### src/rtl/mem_copy_master_if.sv
// Bambu minimal memory channel (Mout_*/M_* set) between a copy master and a memory responder.
interface mem_copy_master_if #(
  parameter int ADDR_W = 7,
  parameter int DATA_W = 8,
  parameter int SIZE_W = 4
);
  logic              Mout_oe_ram;
  logic              Mout_we_ram;
  logic [ADDR_W-1:0] Mout_addr_ram;
  logic [DATA_W-1:0] Mout_Wdata_ram;
  logic [SIZE_W-1:0] Mout_data_ram_size;
  logic [DATA_W-1:0] M_Rdata_ram;
  logic              M_DataRdy;

  modport master (
    output Mout_oe_ram, Mout_we_ram, Mout_addr_ram, Mout_Wdata_ram, Mout_data_ram_size,
    input  M_Rdata_ram, M_DataRdy
  );

  modport slave (
    input  Mout_oe_ram, Mout_we_ram, Mout_addr_ram, Mout_Wdata_ram, Mout_data_ram_size,
    output M_Rdata_ram, M_DataRdy
  );
endinterface

### src/rtl/mem_copy_master.sv
// Forward block-copy master: alternating read/write requests on one Bambu memory channel.
// Optional MEM_COPY_TIMEOUT_EN adds a per-request wait limit (WAIT_MAX) with an ERR state.
module mem_copy_master #(
  parameter int ADDR_W   = 7,
  parameter int DATA_W   = 8,
  parameter int SIZE_W   = 4,
  parameter int WAIT_MAX = 15
) (
  input  logic              clock,
  input  logic              reset,
  input  logic              start,
  input  logic [ADDR_W-1:0] src_addr,
  input  logic [ADDR_W-1:0] dst_addr,
  input  logic [ADDR_W:0]   len,
  output logic              busy,
  output logic              done_port,
  output logic              err,
  mem_copy_master_if.master mem
);
  typedef enum logic [2:0] {
    IDLE, RD, WR, DONE
`ifdef MEM_COPY_TIMEOUT_EN
    , ERR
`endif
  } state_t;

  state_t            state, state_n;
  logic [ADDR_W:0]   idx, idx_n, len_q;
  logic [ADDR_W-1:0] src_q, dst_q, addr_q;
  logic [DATA_W-1:0] data_q;
  logic              rdy, accept;

  assign rdy    = mem.M_DataRdy;
  assign accept = (state == IDLE) && start;

`ifdef MEM_COPY_TIMEOUT_EN
  logic [7:0] wcnt;
  logic       expired, err_q;
  assign expired = (wcnt == 8'(WAIT_MAX - 1));
  assign err     = err_q;
`else
  assign err = 1'b0;
`endif

  always_comb begin
    state_n = state;
    idx_n   = idx;
    case (state)
      IDLE: if (start) begin
        idx_n   = '0;
        state_n = (len == '0) ? DONE : RD;
      end
      RD: if (rdy) state_n = WR;
`ifdef MEM_COPY_TIMEOUT_EN
          else if (expired) state_n = ERR;
`endif
      WR: if (rdy) begin
        idx_n   = idx + 1'b1;
        state_n = (idx + 1'b1 == len_q) ? DONE : RD;
      end
`ifdef MEM_COPY_TIMEOUT_EN
          else if (expired) state_n = ERR;
      ERR:  state_n = DONE;
`endif
      DONE: state_n = IDLE;
      default: state_n = IDLE;
    endcase
  end

  always_ff @(posedge clock or posedge reset) begin
    if (reset) begin
      state  <= IDLE;
      idx    <= '0;
      len_q  <= '0;
      src_q  <= '0;
      dst_q  <= '0;
      addr_q <= '0;
      data_q <= '0;
    end else begin
      state <= state_n;
      idx   <= idx_n;
      if (accept) begin
        src_q <= src_addr;
        dst_q <= dst_addr;
        len_q <= len;
      end
      // address is registered for the state being entered; src_q is not loaded yet on accept
      if (state_n == RD)
        addr_q <= ((state == IDLE) ? src_addr : src_q) + idx_n[ADDR_W-1:0];
      else if (state_n == WR)
        addr_q <= dst_q + idx_n[ADDR_W-1:0];
      if (state == RD && rdy) data_q <= mem.M_Rdata_ram;
    end
  end

`ifdef MEM_COPY_TIMEOUT_EN
  always_ff @(posedge clock or posedge reset) begin
    if (reset) begin
      wcnt  <= '0;
      err_q <= 1'b0;
    end else begin
      if (state_n != state)               wcnt <= '0;
      else if (state == RD || state == WR) wcnt <= wcnt + 8'd1;
      if (accept)               err_q <= 1'b0;
      else if (state_n == ERR)  err_q <= 1'b1;
    end
  end
`endif

  assign busy                   = (state != IDLE);
  assign done_port              = (state == DONE);
  assign mem.Mout_oe_ram        = (state == RD);
  assign mem.Mout_we_ram        = (state == WR);
  assign mem.Mout_addr_ram      = addr_q;
  assign mem.Mout_Wdata_ram     = data_q;
  assign mem.Mout_data_ram_size = SIZE_W'(DATA_W);
endmodule

### src/flat_wrapper.sv
// flat-port wrapper written by rule: the top's interface ports become plain ports
module mem_copy_master_flat 
#(
  parameter int ADDR_W   = 7,
  parameter int DATA_W   = 8,
  parameter int SIZE_W   = 4,
  parameter int WAIT_MAX = 15
)
  (clock, reset, start, src_addr, dst_addr, len, busy, done_port, err, mem_Mout_oe_ram, mem_Mout_we_ram, mem_Mout_addr_ram, mem_Mout_Wdata_ram, mem_Mout_data_ram_size, mem_M_Rdata_ram, mem_M_DataRdy);
  mem_copy_master_if #(.ADDR_W(ADDR_W), .DATA_W(DATA_W), .SIZE_W(SIZE_W)) mem_i ();
  input  logic clock;
  input  logic reset;
  input  logic start;
  input  logic [ADDR_W-1:0] src_addr;
  input  logic [ADDR_W-1:0] dst_addr;
  input  logic [ADDR_W:0] len;
  output logic busy;
  output logic done_port;
  output logic err;
  output wire logic [$bits(mem_i.Mout_oe_ram)-1:0] mem_Mout_oe_ram;
  output wire logic [$bits(mem_i.Mout_we_ram)-1:0] mem_Mout_we_ram;
  output wire logic [$bits(mem_i.Mout_addr_ram)-1:0] mem_Mout_addr_ram;
  output wire logic [$bits(mem_i.Mout_Wdata_ram)-1:0] mem_Mout_Wdata_ram;
  output wire logic [$bits(mem_i.Mout_data_ram_size)-1:0] mem_Mout_data_ram_size;
  input wire logic [$bits(mem_i.M_Rdata_ram)-1:0] mem_M_Rdata_ram;
  input wire logic [$bits(mem_i.M_DataRdy)-1:0] mem_M_DataRdy;
  assign mem_Mout_oe_ram = mem_i.Mout_oe_ram;
  assign mem_Mout_we_ram = mem_i.Mout_we_ram;
  assign mem_Mout_addr_ram = mem_i.Mout_addr_ram;
  assign mem_Mout_Wdata_ram = mem_i.Mout_Wdata_ram;
  assign mem_Mout_data_ram_size = mem_i.Mout_data_ram_size;
  assign mem_i.M_Rdata_ram = mem_M_Rdata_ram;
  assign mem_i.M_DataRdy = mem_M_DataRdy;
  mem_copy_master #(.ADDR_W(ADDR_W), .DATA_W(DATA_W), .SIZE_W(SIZE_W), .WAIT_MAX(WAIT_MAX)) u_core (.clock(clock), .reset(reset), .start(start), .src_addr(src_addr), .dst_addr(dst_addr), .len(len), .busy(busy), .done_port(done_port), .err(err), .mem(mem_i));
endmodule
### config.mk
export PLATFORM = sky130hd
export DESIGN_NAME = mem_copy_master_flat
export DESIGN_NICKNAME = d
export VERILOG_FILES = /design/src/rtl/mem_copy_master_if.sv /design/src/rtl/mem_copy_master.sv /design/src/flat_wrapper.sv
export SDC_FILE = /design/constraint.sdc
export NUM_CORES = 1
export LEC_CHECK = 0
export CAP_MARGIN = 20
export CORE_ASPECT_RATIO = 1.2
export CORE_MARGIN = 2
export CORE_UTILIZATION = 45
export DETAILED_ROUTE_END_ITERATION = 8
export HOLD_SLACK_MARGIN = 0.06
export PLACE_DENSITY = 0.81
export REMOVE_ABC_BUFFERS = 1
export SLEW_MARGIN = 0
export SYNTH_ARGS = -nofsm -noshare
export SYNTH_HDL_FRONTEND = slang
export SYNTH_SLANG_ARGS = --single-unit
export TNS_END_PERCENT = 50
### constraint.sdc
create_clock -name clock -period 4.5 [get_ports clock]
set_clock_uncertainty 0.2 [all_clocks]
set_input_delay 0.9 -clock clock [delete_from_list [all_inputs] [get_ports clock]]
set_output_delay 0.9 -clock clock [all_outputs]
set_load 0.005 [all_outputs]
==> impl_metrics.json <==
{
  "num_rows": 30,
  "drt-initial-drc-count": 100,
  "p_leak_nw": 1.48,
  "yosys_warnings": 0,
  "clk_latency_ns": 0.30,
  "wl_um": 5490,
  "grt_pass1_vias": 1928,
  "drt-wirelength-per-cell_um": 14.6,
  "cts_root_buf": "clkbuf_8",
  "synthArstFlopShare": 1.00,
  "synth_top_area_cell": "dfrtp_1",
  "hold_class": "flip-flop to flip-flop",
  "h-tree-depth": 2,
  "portBuffers": 52,
  "maxSlewViolCount": 0,
  "power_switching_mw": 0.355,
  "worstHoldPathCells": 1,
  "slowest_stage": "clkdlybuf4s50_1",
  "end_kind": "flip-flop",
  "finalPower_mw": 1.35,
  "clkPwrFrac": 0.251,
  "cts_buffer_depth": 2,
  "yosys-top-cells-area": "dfrtp_1 45%, mux2_2 16%, mux2i_1 4.1%",
  "place_hpwl_um": 3940,
  "setup_viol": 0,
  "required_ns": 4.48,
  "synth_edf_count": 0,
  "syn_area_per_cell_um2": 11.3,
  "syn_inst": 236,
  "max-vdd-ir-drop_uv": 276,
  "hold_viol_final": 0,
  "nets": 337,
  "cts_tree": "built",
  "die-height_um": 88.2,
  "yosysSeqAreaShare": 0.452,
  "start_util": 0.469,
  "r2r_cells": 15,
  "grt_max_degree": 49,
  "period_minus_slack_ns": 4.16,
  "crit_fanout": 12,
  "synth.top_cells.by_count": "48 x dfrtp_1, 37 x mux2_2, 16 x nand2_1",
  "dieArea_um2": 6540,
  "synth_cell_types": 46,
  "switching_share": 0.263,
  "power-per-cell-area_nw_per_um2": 392,
  "io_pins": 58,
  "numClockSinks": 48,
  "worstSetupStartpointType": "primary input",
  "slowest_delay_ns": 0.56,
  "crit_arrival_ns": 4.14,
  "area_growth_pct": 29.9,
  "clkTransAtPathRegs_ns": 0.09,
  "drive_gt1_frac": 0.216,
  "crit_type": "primary input to flip-flop",
  "syn_area_um2": 2660,
  "place_congestion": 0.815,
  "synth.most_common_cell": "dfrtp_1",
  "via_count": 1963,
  "ys.flop_type": "dfrtp_1",
  "grt_pass1_wl_um": 9280,
  "multi_input_area_um2": 1390,
  "drc_errors": 0,
  "nFillCells": 459,
  "crit_top_cell": "nor2b_1",
  "crit_chain": "clkdlybuf4s50_1 -> nor2b_1 -> nor4b_2 -> nor2b_1 -> buf_4 -> a21oi_1 -> a31oi_1 -> ha_1 -> inv_1 -> fa_1 -> nor2b_1 -> o31a_1 -> o22ai_1 -> xor3_1 -> mux2i_1 -> mux2i_1",
  "max_cap_viol_count": 0,
  "status": "finished, final reports clean",
  "die_w_um": 74.2,
  "placed_cell_area_um2": 3280,
  "antenna_found_initial": 0,
  "tns_ns": 0,
  "sequentialPowerShare": 0.441,
  "antenna_left": 0,
  "ys_ff_latch": 48,
  "grtUsageTotal": 0.185,
  "max_freq_mhz": 241,
  "synth_top_area_frac": 0.452,
  "core_um2": 5670,
  "timing.final.crit_share": 0.924,
  "grt_overflow_total": 0,
  "area.sequential_um2": 1200,
  "stdcell_area_um2": 3450,
  "viasPerCell": 5.22,
  "internal_power_mw": 0.997,
  "rsz0062_at_grt": "no",
  "comb_power_share": 0.308,
  "cts_made_buffers": 5,
  "drt_pass1_iterations": 4,
  "antenna_cells": 0
}
-- critical path: cells and delay by family --
family | cells | cell delay, ns
buf+inv | 3 | 0.81
simple gates | 4 | 0.72
fa+ha+maj | 2 | 0.59
mux | 2 | 0.23
xor+xnor | 1 | 0.37
compound gates | 4 | 0.54
-- metal layers --
metal | global-route usage | share of wire | up-vias
met3 | 0.0276 | 0.028 | 9
met1 | 0.246 | 0.45 | 962
met5 | 0 | 0 | -
li1 | - | - | 949
met2 | 0.307 | 0.50 | 43
met4 | 0.0645 | 0.020 | 0
-- logic make-up after synthesis --
kind of cell	synth area share
simple gates	0.112
mux	0.198
flops	0.452
compound gates	0.100
buf+inv	0.0391
xor+xnor	0.0551
fa+ha+maj	0.0405
other cells	0.00283
-- flip-flops by register name, indices dropped and copies added, names as in the netlist --
name	count
u_core.src_q	7
u_core.mem.Mout_Wdata_ram	8
u_core.dst_q	7
u_core.len_q	8
u_core.mem.Mout_addr_ram	7
u_core.idx	8
u_core.state	3
-- timing repair --
| action | 4_1_cts | 5_1_grt |
|---|---|---|
| setup buffers | 0 | 0 |
| setup endpoints to repair | 0 | 1 |
| hold buffers | 0 | 0 |
| resized for setup | 0 | 4 |
-- through the flow --
stage | utilization | hold WS (ns) | setup slack, ns | instances
floorplan | - | 0.275 | -0.114 | 226
global placement | 0.579 | 0.282 | 0.197 | 367
detailed placement | 0.579 | 0.291 | -0.00609 | 367
CTS | 0.602 | 0.313 | 0.245 | 375
global route | 0.609 | 0.321 | 0.0281 | 376
finish | 0.609 | 0.309 | 0.343 | 376
-- worst paths after layout --
path | slack (ns) | startpoint | end
max in group asynchronous | 3.01 | reset | u_core.mem.Mout_addr_ram[6]$_DFFE_PP0P_
min in group asynchronous | 0.61 | reset | u_core.len_q[3]$_DFFE_PP0P_
max | 0.34 | mem_M_DataRdy | u_core.mem.Mout_addr_ram[6]$_DFFE_PP0P_
max reg2reg | 0.40 | u_core.idx[0]$_DFF_PP0_ | u_core.mem.Mout_addr_ram[6]$_DFFE_PP0P_
min reg2reg | 0.31 | u_core.mem.Mout_addr_ram[0]$_DFFE_PP0P_ | u_core.mem.Mout_addr_ram[0]$_DFFE_PP0P_
min | 0.31 | u_core.mem.Mout_addr_ram[0]$_DFFE_PP0P_ | u_core.mem.Mout_addr_ram[0]$_DFFE_PP0P_
-- final cells by class --
class,instances,share of cell area
multi-input combinational,171,0.403
sequential,48,0.348
timing repair buffer,62,0.176
tap,80,0.0290
clock buffer,7,0.0279
clock inverter,1,0.00870
inverter,7,0.00761
-- layout by cell type (no fill, tap or decap), types with 2 or more instances in the layout --
master           instances
nand3_1                  2
nor4_1                   3
a31oi_1                  6
o21a_1                   2
buf_4                    9
nor2_1                  10
nand4bb_1                2
nor3_1                   2
o21ai_0                  9
conb_1                   6
nand2_1                 16
dfrtp_1                 48
nor3b_1                  3
mux2i_1                 11
or3_1                    2
a21oi_1                 11
xnor2_1                  9
clkbuf_8                 7
clkdlybuf4s50_1         52
and3_1                   2
and2_1                   2
nor2b_1                  3
mux2_2                  37
ha_1                     6
xor2_1                   5
inv_1                    6
-- power by group through the flow --
| stage | registers (mW) | logic [mW] | clock network [mW] |
|---|---|---|---|
| 6_report | 0.597 | 0.417 | 0.339 |
| 5_1_grt | 0.611 | 0.460 | 0.363 |
| 3_5_place_dp | 0.605 | 0.411 | 0 |
| 4_1_cts | 0.597 | 0.415 | 0.349 |
| 2_1_floorplan | 0.596 | 0.215 | 0 |
| 3_3_place_gp | 0.601 | 0.402 | 0 |
No activity file was read; power rests on OpenSTA's default activity.
